--- config.mk ---
export PLATFORM = sky130hd
export DESIGN_NAME = dump_datapath_flat
export DESIGN_NICKNAME = d
export VERILOG_FILES = /design/src/rtl/keccak_pkg.sv /design/src/rtl/dump_datapath_if.sv /design/src/rtl/piso_buffer.sv /design/src/rtl/dump_datapath.sv /design/src/flat_wrapper.sv
export SDC_FILE = /design/constraint.sdc
export NUM_CORES = 2
export LEC_CHECK = 0
export ABC_AREA = 1
export CORE_AREA = 2 2 569 571
export DETAILED_ROUTE_END_ITERATION = 7
export DIE_AREA = 0 0 571 573
export HOLD_SLACK_MARGIN = 0.12
export PLACE_DENSITY = 0.47
export SYNTH_ARGS = -nofsm -noshare
export SYNTH_HDL_FRONTEND = slang
export SYNTH_HIERARCHICAL = 1
export SYNTH_SLANG_ARGS = --single-unit
--- constraint.sdc ---
create_clock -name clk -period 2.68 [get_ports clk]
set_input_delay 0.536 -clock clk [delete_from_list [all_inputs] [get_ports clk]]
set_output_delay 0.536 -clock clk [all_outputs]
set_load 0.1 [all_outputs]
--- src/rtl/keccak_pkg.sv ---
// Shared Keccak constants, mode encodings and helpers.
// The dump datapath uses them to serialize squeezed rate blocks.
package keccak_pkg;

    localparam int w             = 64;
    localparam int RATE_SHAKE128 = 1344;
    localparam int RATE_SHAKE256 = 1088;

    localparam logic [1:0] SHAKE128_MODE_VEC = 2'b01;
    localparam logic [1:0] SHAKE256_MODE_VEC = 2'b10;

    localparam int SHAKE128_WORDS = RATE_SHAKE128 / w;
    localparam int SHAKE256_WORDS = RATE_SHAKE256 / w;

    typedef enum logic [1:0] {IDLE, WAIT_BLOCK, SHIFT, DONE} dump_state_t;

    // Keccak lanes are little-endian; the stream carries its first byte in the MSB.
    function automatic logic [w-1:0] EndianSwitcher(input logic [w-1:0] x);
        logic [w-1:0] y;
        for (int i = 0; i < w / 8; i++)
            y[8*i +: 8] = x[w-8-8*i +: 8];
        return y;
    endfunction

    function automatic logic [4:0] dump_max_words(input logic [1:0] mode);
        return (mode == SHAKE256_MODE_VEC) ? 5'(SHAKE256_WORDS) : 5'(SHAKE128_WORDS);
    endfunction

endpackage

--- src/rtl/dump_datapath_if.sv ---
// Output word stream of the dump datapath: valid/ready plus byte-count and last flag.
interface dump_datapath_if import keccak_pkg::*; #(parameter int W = w);

    logic [W-1:0] data_out;
    logic         data_out_valid;
    logic         data_out_ready;
    logic [3:0]   valid_bytes;
    logic         last_output_word;

    modport master (
        output data_out, data_out_valid, valid_bytes, last_output_word,
        input  data_out_ready
    );

    modport slave (
        input  data_out, data_out_valid, valid_bytes, last_output_word,
        output data_out_ready
    );

endinterface

--- src/rtl/piso_buffer.sv ---
// Parallel-in serial-out lane buffer: load a whole block, shift one lane per enable.
module piso_buffer #(
    parameter int WIDTH = 64,
    parameter int DEPTH = 21
) (
    input  logic                   clk,
    input  logic                   rst,
    input  logic                   load,
    input  logic                   shift,
    input  logic [DEPTH*WIDTH-1:0] din,
    output logic [WIDTH-1:0]       dout
);

    logic [DEPTH-1:0][WIDTH-1:0] lanes;

    // Load wins over shift; vacated top lanes fill with zero.
    always_ff @(posedge clk or negedge rst) begin
        if (!rst)
            lanes <= '0;
        else if (load)
            lanes <= din;
        else if (shift)
            lanes <= {{WIDTH{1'b0}}, lanes[DEPTH-1:1]};
    end

    assign dout = lanes[0];

endmodule

--- src/rtl/dump_datapath.sv ---
// Serializes squeezed rate blocks into W-bit stream words, masks the final
// partial word and requests further blocks until the requested length is emitted.
module dump_datapath import keccak_pkg::*; #(
    parameter int W    = w,
    parameter int RATE = RATE_SHAKE128
) (
    input  logic            clk,
    input  logic            rst,
    input  logic            size_load,
    input  logic [31:0]     output_size,
    input  logic [1:0]      operation_mode,
    input  logic            block_valid,
    input  logic [RATE-1:0] state_in,
    output logic            block_request,
    output logic            busy,
    output logic            done,
    dump_datapath_if.master out_if
);

    localparam int DEPTH  = RATE / W;
    localparam int NBYTES = W / 8;

    dump_state_t state, state_nxt;
    logic [31:0] remaining;
    logic [1:0]  mode;
    logic [4:0]  word_counter;
    logic [W-1:0] lane0, swapped;
    logic [3:0]  vb;
    logic        xfer, load_blk, final_word, block_end;
    logic        unused_size_lsbs;

    assign unused_size_lsbs = ^output_size[2:0];

    assign xfer       = (state == SHIFT) && out_if.data_out_ready;
    assign load_blk   = (state == WAIT_BLOCK) && block_valid;
    assign final_word = (remaining <= 32'(W));
    assign block_end  = (word_counter <= 5'd1);
    assign swapped    = EndianSwitcher(lane0);
    assign vb         = final_word ? remaining[6:3] : 4'(NBYTES);

    piso_buffer #(.WIDTH(W), .DEPTH(DEPTH)) u_piso (
        .clk   (clk),
        .rst   (rst),
        .load  (load_blk),
        .shift (xfer),
        .din   (state_in[DEPTH*W-1:0]),
        .dout  (lane0)
    );

    always_ff @(posedge clk or negedge rst) begin
        if (!rst) state <= IDLE;
        else      state <= state_nxt;
    end

    always_comb begin
        state_nxt = state;
        unique case (state)
            IDLE:       if (size_load)
                            state_nxt = (output_size[31:3] == '0) ? DONE : WAIT_BLOCK;
            WAIT_BLOCK: if (block_valid) state_nxt = SHIFT;
            // Final word outranks the block boundary: no block is requested at the end.
            SHIFT:      if (xfer) begin
                            if (final_word)     state_nxt = DONE;
                            else if (block_end) state_nxt = WAIT_BLOCK;
                        end
            DONE:       state_nxt = IDLE;
            default:    state_nxt = IDLE;
        endcase
    end

    always_ff @(posedge clk or negedge rst) begin
        if (!rst) begin
            remaining     <= '0;
            mode          <= '0;
            word_counter  <= '0;
            block_request <= 1'b0;
        end else begin
            block_request <= xfer && !final_word && block_end;
            if (state == IDLE && size_load) begin
                remaining <= {output_size[31:3], 3'b000};
                mode      <= operation_mode;
            end else if (xfer) begin
                remaining <= final_word ? '0 : remaining - 32'(W);
            end
            if (load_blk)
                word_counter <= dump_max_words(mode);
            else if (xfer && word_counter != '0)
                word_counter <= word_counter - 5'd1;
        end
    end

    always_comb begin
        busy                    = (state != IDLE);
        done                    = (state == DONE);
        out_if.data_out_valid   = (state == SHIFT);
        out_if.last_output_word = (state == SHIFT) && final_word;
        out_if.valid_bytes      = (state == SHIFT) ? vb : 4'd0;
        out_if.data_out         = '0;
        for (int b = 0; b < NBYTES; b++)
            if (state == SHIFT && b < int'(vb))
                out_if.data_out[W-1-8*b -: 8] = swapped[W-1-8*b -: 8];
    end

endmodule
--- src/flat_wrapper.sv ---
// flat-port wrapper written by rule: the top's interface ports become plain ports
module dump_datapath_flat import keccak_pkg::*;
#(
    parameter int W    = w,
    parameter int RATE = RATE_SHAKE128
)
  (clk, rst, size_load, output_size, operation_mode, block_valid, state_in, block_request, busy, done, out_if_data_out, out_if_data_out_valid, out_if_valid_bytes, out_if_last_output_word, out_if_data_out_ready);
  dump_datapath_if #(.W(W)) out_if_i ();
  input  logic clk;
  input  logic rst;
  input  logic size_load;
  input  logic [31:0] output_size;
  input  logic [1:0] operation_mode;
  input  logic block_valid;
  input  logic [RATE-1:0] state_in;
  output logic block_request;
  output logic busy;
  output logic done;
  output wire logic [$bits(out_if_i.data_out)-1:0] out_if_data_out;
  output wire logic [$bits(out_if_i.data_out_valid)-1:0] out_if_data_out_valid;
  output wire logic [$bits(out_if_i.valid_bytes)-1:0] out_if_valid_bytes;
  output wire logic [$bits(out_if_i.last_output_word)-1:0] out_if_last_output_word;
  input wire logic [$bits(out_if_i.data_out_ready)-1:0] out_if_data_out_ready;
  assign out_if_data_out = out_if_i.data_out;
  assign out_if_data_out_valid = out_if_i.data_out_valid;
  assign out_if_valid_bytes = out_if_i.valid_bytes;
  assign out_if_last_output_word = out_if_i.last_output_word;
  assign out_if_i.data_out_ready = out_if_data_out_ready;
  dump_datapath #(.W(W), .RATE(RATE)) u_core (.clk(clk), .rst(rst), .size_load(size_load), .output_size(output_size), .operation_mode(operation_mode), .block_valid(block_valid), .state_in(state_in), .block_request(block_request), .busy(busy), .done(done), .out_if(out_if_i));
endmodule
==> results.md <==
* Post-route DRC at 0
* Syn Inst Count at between 7000 and 8000
* Final Setup Violations at 69
* Cell with the most instances after synthesis: nand2_1
* Mapped cell area at between 60000 and 70000 sq um
* Register area share after synthesis at ~55%
* Slowest-stage cell, CP: dfrtp_1
* Reg2reg end: u_core/u_piso/lanes[881]
* Worst-margin pin slew at between 0.6 and 0.7 ns
* Starting Density at 19.8%
* Vias at 62520
* Setup CP Type: reg2out
* Final period util at 122%
* Synth Flop Type: dfrtp_1
* Worst hold slack at between 0.2 and 0.25 ns
* Max_slew headroom at 59.4%
* Final Max Slew Viols at 0
* CP startpoint: u_core/remaining[6]
* Place WS at 0.112 ns
* All-Layer GR Usage at about 20%
* Maximum vdd drop at around 560 uV
* Worst Skew at between 0.04 and 0.05 ns
* Leak at slightly above 40 nW
* DIE AREA at approximately 330000 sq um
* Grt ovf at 0
* Status: finished with violations
* Mapped Avg Cell Area at slightly above 8 sq um
* Share of cells above drive strength 1 at roughly a tenth
* Area Growth Syn to Fin at 45.5%
* Count of port buffers added during placement at ~1500
* Final count of hold timing violations at 0
* Arr. time, crit path at 2.74 ns
* Req. time, crit path at around 2.1 ns
* Clock buffer depth at 4
* R2R cell count at 10
* Top cells by area, synth: dfrtp_1, nand3_1, nand2_1
* CP endpoint kind: primary output
* Die X at about 570 um
* CTS root buffer: clkbuf_16
* Placed instance area at 86100 sq um
* Initial DRC count at 5700
* Core Region at ~320000 sq um
* Crit path buf inv count at 5
* I/O Pins at between 1000 and 1500
* Antenna violation net count after detailed routing at 0
* Wire length per cell after detailed routing at ~25 um
* Die H at ~570 um
* Final critical-path setup slack at -0.597 ns
* RSZ-0062 raised after global routing: true
* Final HPWL DP at about 280 mm
* DRT Pass-1 Iters at 6
* Avg Vias per Cell at approximately 4.5
* WL final at roughly 350 mm
* Commonest cells in the netlist: nand2_1, nand3_1, dfrtp_1, buf_2, clkbuf_1
* Power per cell area at approximately 1100 nW/um^2
* Final min period at around 3.3 ns
* Finished Layout Cells at ~14000
* Seq cells post-synth at around 1400
* TritonCTS Sinks at 1383
* Vias in the first global route at 63605
* Placer congestion estimate at between 0.9 and 1
* Synth unique cells at 37
* Top delay family on crit path: buffers and inverters
* Synthesized net count at between 9000 and 10000
* Worst path cell trace: inv_2 > ha_4 > inv_4 > nor2_4 > nand3_4 > nand2_4 > nand4_1 > nand2_4 > buf_6 > buf_12 > a21oi_4 > buf_12
* Failing checks: negative setup slack
* Post-synth EDFFs at 0
* Largest fanout on the critical path at 6
* Initial antenna violation count at 94
* R2r setup slk at around 0.39 ns
* Crit path largest cell delay at around 0.42 ns
* Yosys Warn Count at 6
* Finished Core Util at slightly below 30%
* Levels on crit path at 12
* Post-synthesis async set-or-reset flop share at between 90% and 100%
* Power Total at slightly below 100 mW
* CTS Buf Count at roughly 170
* Fmax at 0.305 GHz
* Largest net degree at the start of global routing at between 100 and 150
* Clk_lat worst skew at between 0.8 and 0.9 ns
* Placed cells at 13369
* Setup TNS at -34.37 ns
* Post-synth top area share at a little over half
* First-pass GRT wire length at 480 mm
* CTS clk-pin slew, worst paths at about 0.060 ns
* Reg2Reg Launch Point: u_core/state[0]
* Hold Crit Class: in2reg
* Area leader, netlist: dfrtp_1
* TritonCTS clock tree: yes
* Max_cap viols at 0
* Std-Cell Rows at roughly 210
* Finished Cell Area at slightly above 90000 sq um
* Fillers at around 34000
* Htree depth at 4
* Startpoint types: register
* CP endpoint: out_if_data_out[44]
* Layout Nets at roughly 11000
-- power breakdown --
| part | internal (mW) | total, mW | switching (mW) |
|---|---|---|---|
| clock network | 13.4 | 23.2 | 9.84 |
| registers | 30.5 | 38.5 | 8.04 |
| logic | 13.6 | 35.3 | 21.8 |
-- tightest hold or removal path, delay by kind of cell --
kind	cells	cell delay [ns]
buffers and inverters	1	0.39
AND/OR/NAND/NOR	2	0.11
-- logic make-up after synthesis --
family	Yosys count	share of synthesized area, %
buf+inv	768	5.94
simple gates	5606	38.5
xor+xnor	16	0.221
fa+ha+maj	5	0.0987
flops	1383	54.6
compound gates	62	0.621
-- metal layers --
metal  part of all wire, %  wire length (um)  vias to the layer above  track usage [%]
li1                      -                 -                    28724                -
met1                    41            142000                    30778             25.7
met2                    48            167000                     2492             34.8
met3                   6.1             20900                      504             3.39
met4                   4.2             14400                       22             7.80
met5                 0.042               146                        -                0
-- flip-flops by register name (all words and copies together), names as in the netlist --
name and count:
u_core/mode 2, u_core/u_piso/lanes 1280, u_core/block_request 1, u_core/u_piso/dout 64, u_core/remaining 29, u_core/word_counter 5, u_core/state 2
-- worst min path at each step --
| stage | startpoint | endpoint | cells after the start |
|---|---|---|---|
| floorplan | rst | u_core/block_request | 0 |
| global placement | u_core/u_piso/lanes[1285] | u_core/u_piso/lanes[1285] | 2 |
| detailed placement | u_core/u_piso/lanes[1343] | u_core/u_piso/lanes[1343] | 2 |
| CTS | state_in[1069] | u_core/u_piso/lanes[1069] | 3 |
| global route | state_in[1069] | u_core/u_piso/lanes[1069] | 3 |
| finish | state_in[1316] | u_core/u_piso/lanes[1316] | 3 |
-- layout make-up --
type                            instances  area [sq um]  share of cell area (%)
Clock buffer                          238          4890                    5.30
Multi-Input combinational cell       5690         25800                    28.0
Tap cell                             4305          5390                    5.84
Timing Repair Buffer                 1919         20400                    22.1
Inverter                              111           450                   0.488
Clock inverter                         64           627                   0.679
Antenna cell                           41           103                   0.111
Sequential cell                      1383         34600                    37.5
-- cell usage in the layout (no fill, tap or decap), types with 4 or more instances in the layout --
cell and instances:
o21bai_1 6, clkinv_2 35, nand2_1 2867, buf_4 338
inv_6 6, nand2_2 12, diode_2 41, clkbuf_16 174
buf_6 4, nand2_4 4, inv_2 8, xor2_1 14
clkdlybuf4s50_1 1378, nand4_1 10, a21boi_4 16, nand2_8 7
o22ai_1 6, nor2_2 9, dfrtp_1 1383, clkbuf_8 32
bufinv_16 6, nor2_4 49, a21oi_4 8, inv_1 96
o21ai_0 15, clkinv_4 4, clkinvlp_4 7, clkbuf_1 33
nand3_1 2585, o211ai_1 4, nor2_1 53, buf_12 194
-- what timing repair did --
item / in CTS / in global routing
gates cloned: 2 / 1
hold endpoints to repair: 663 / 0
pin swaps: 13 / 21
buffers inserted: 25 / 13
hold buffers: 1 / 0
setup endpoints to repair: 69 / 69
gates resized for setup: 33 / 17
Note: power is estimated with default switching activity, not from simulation.
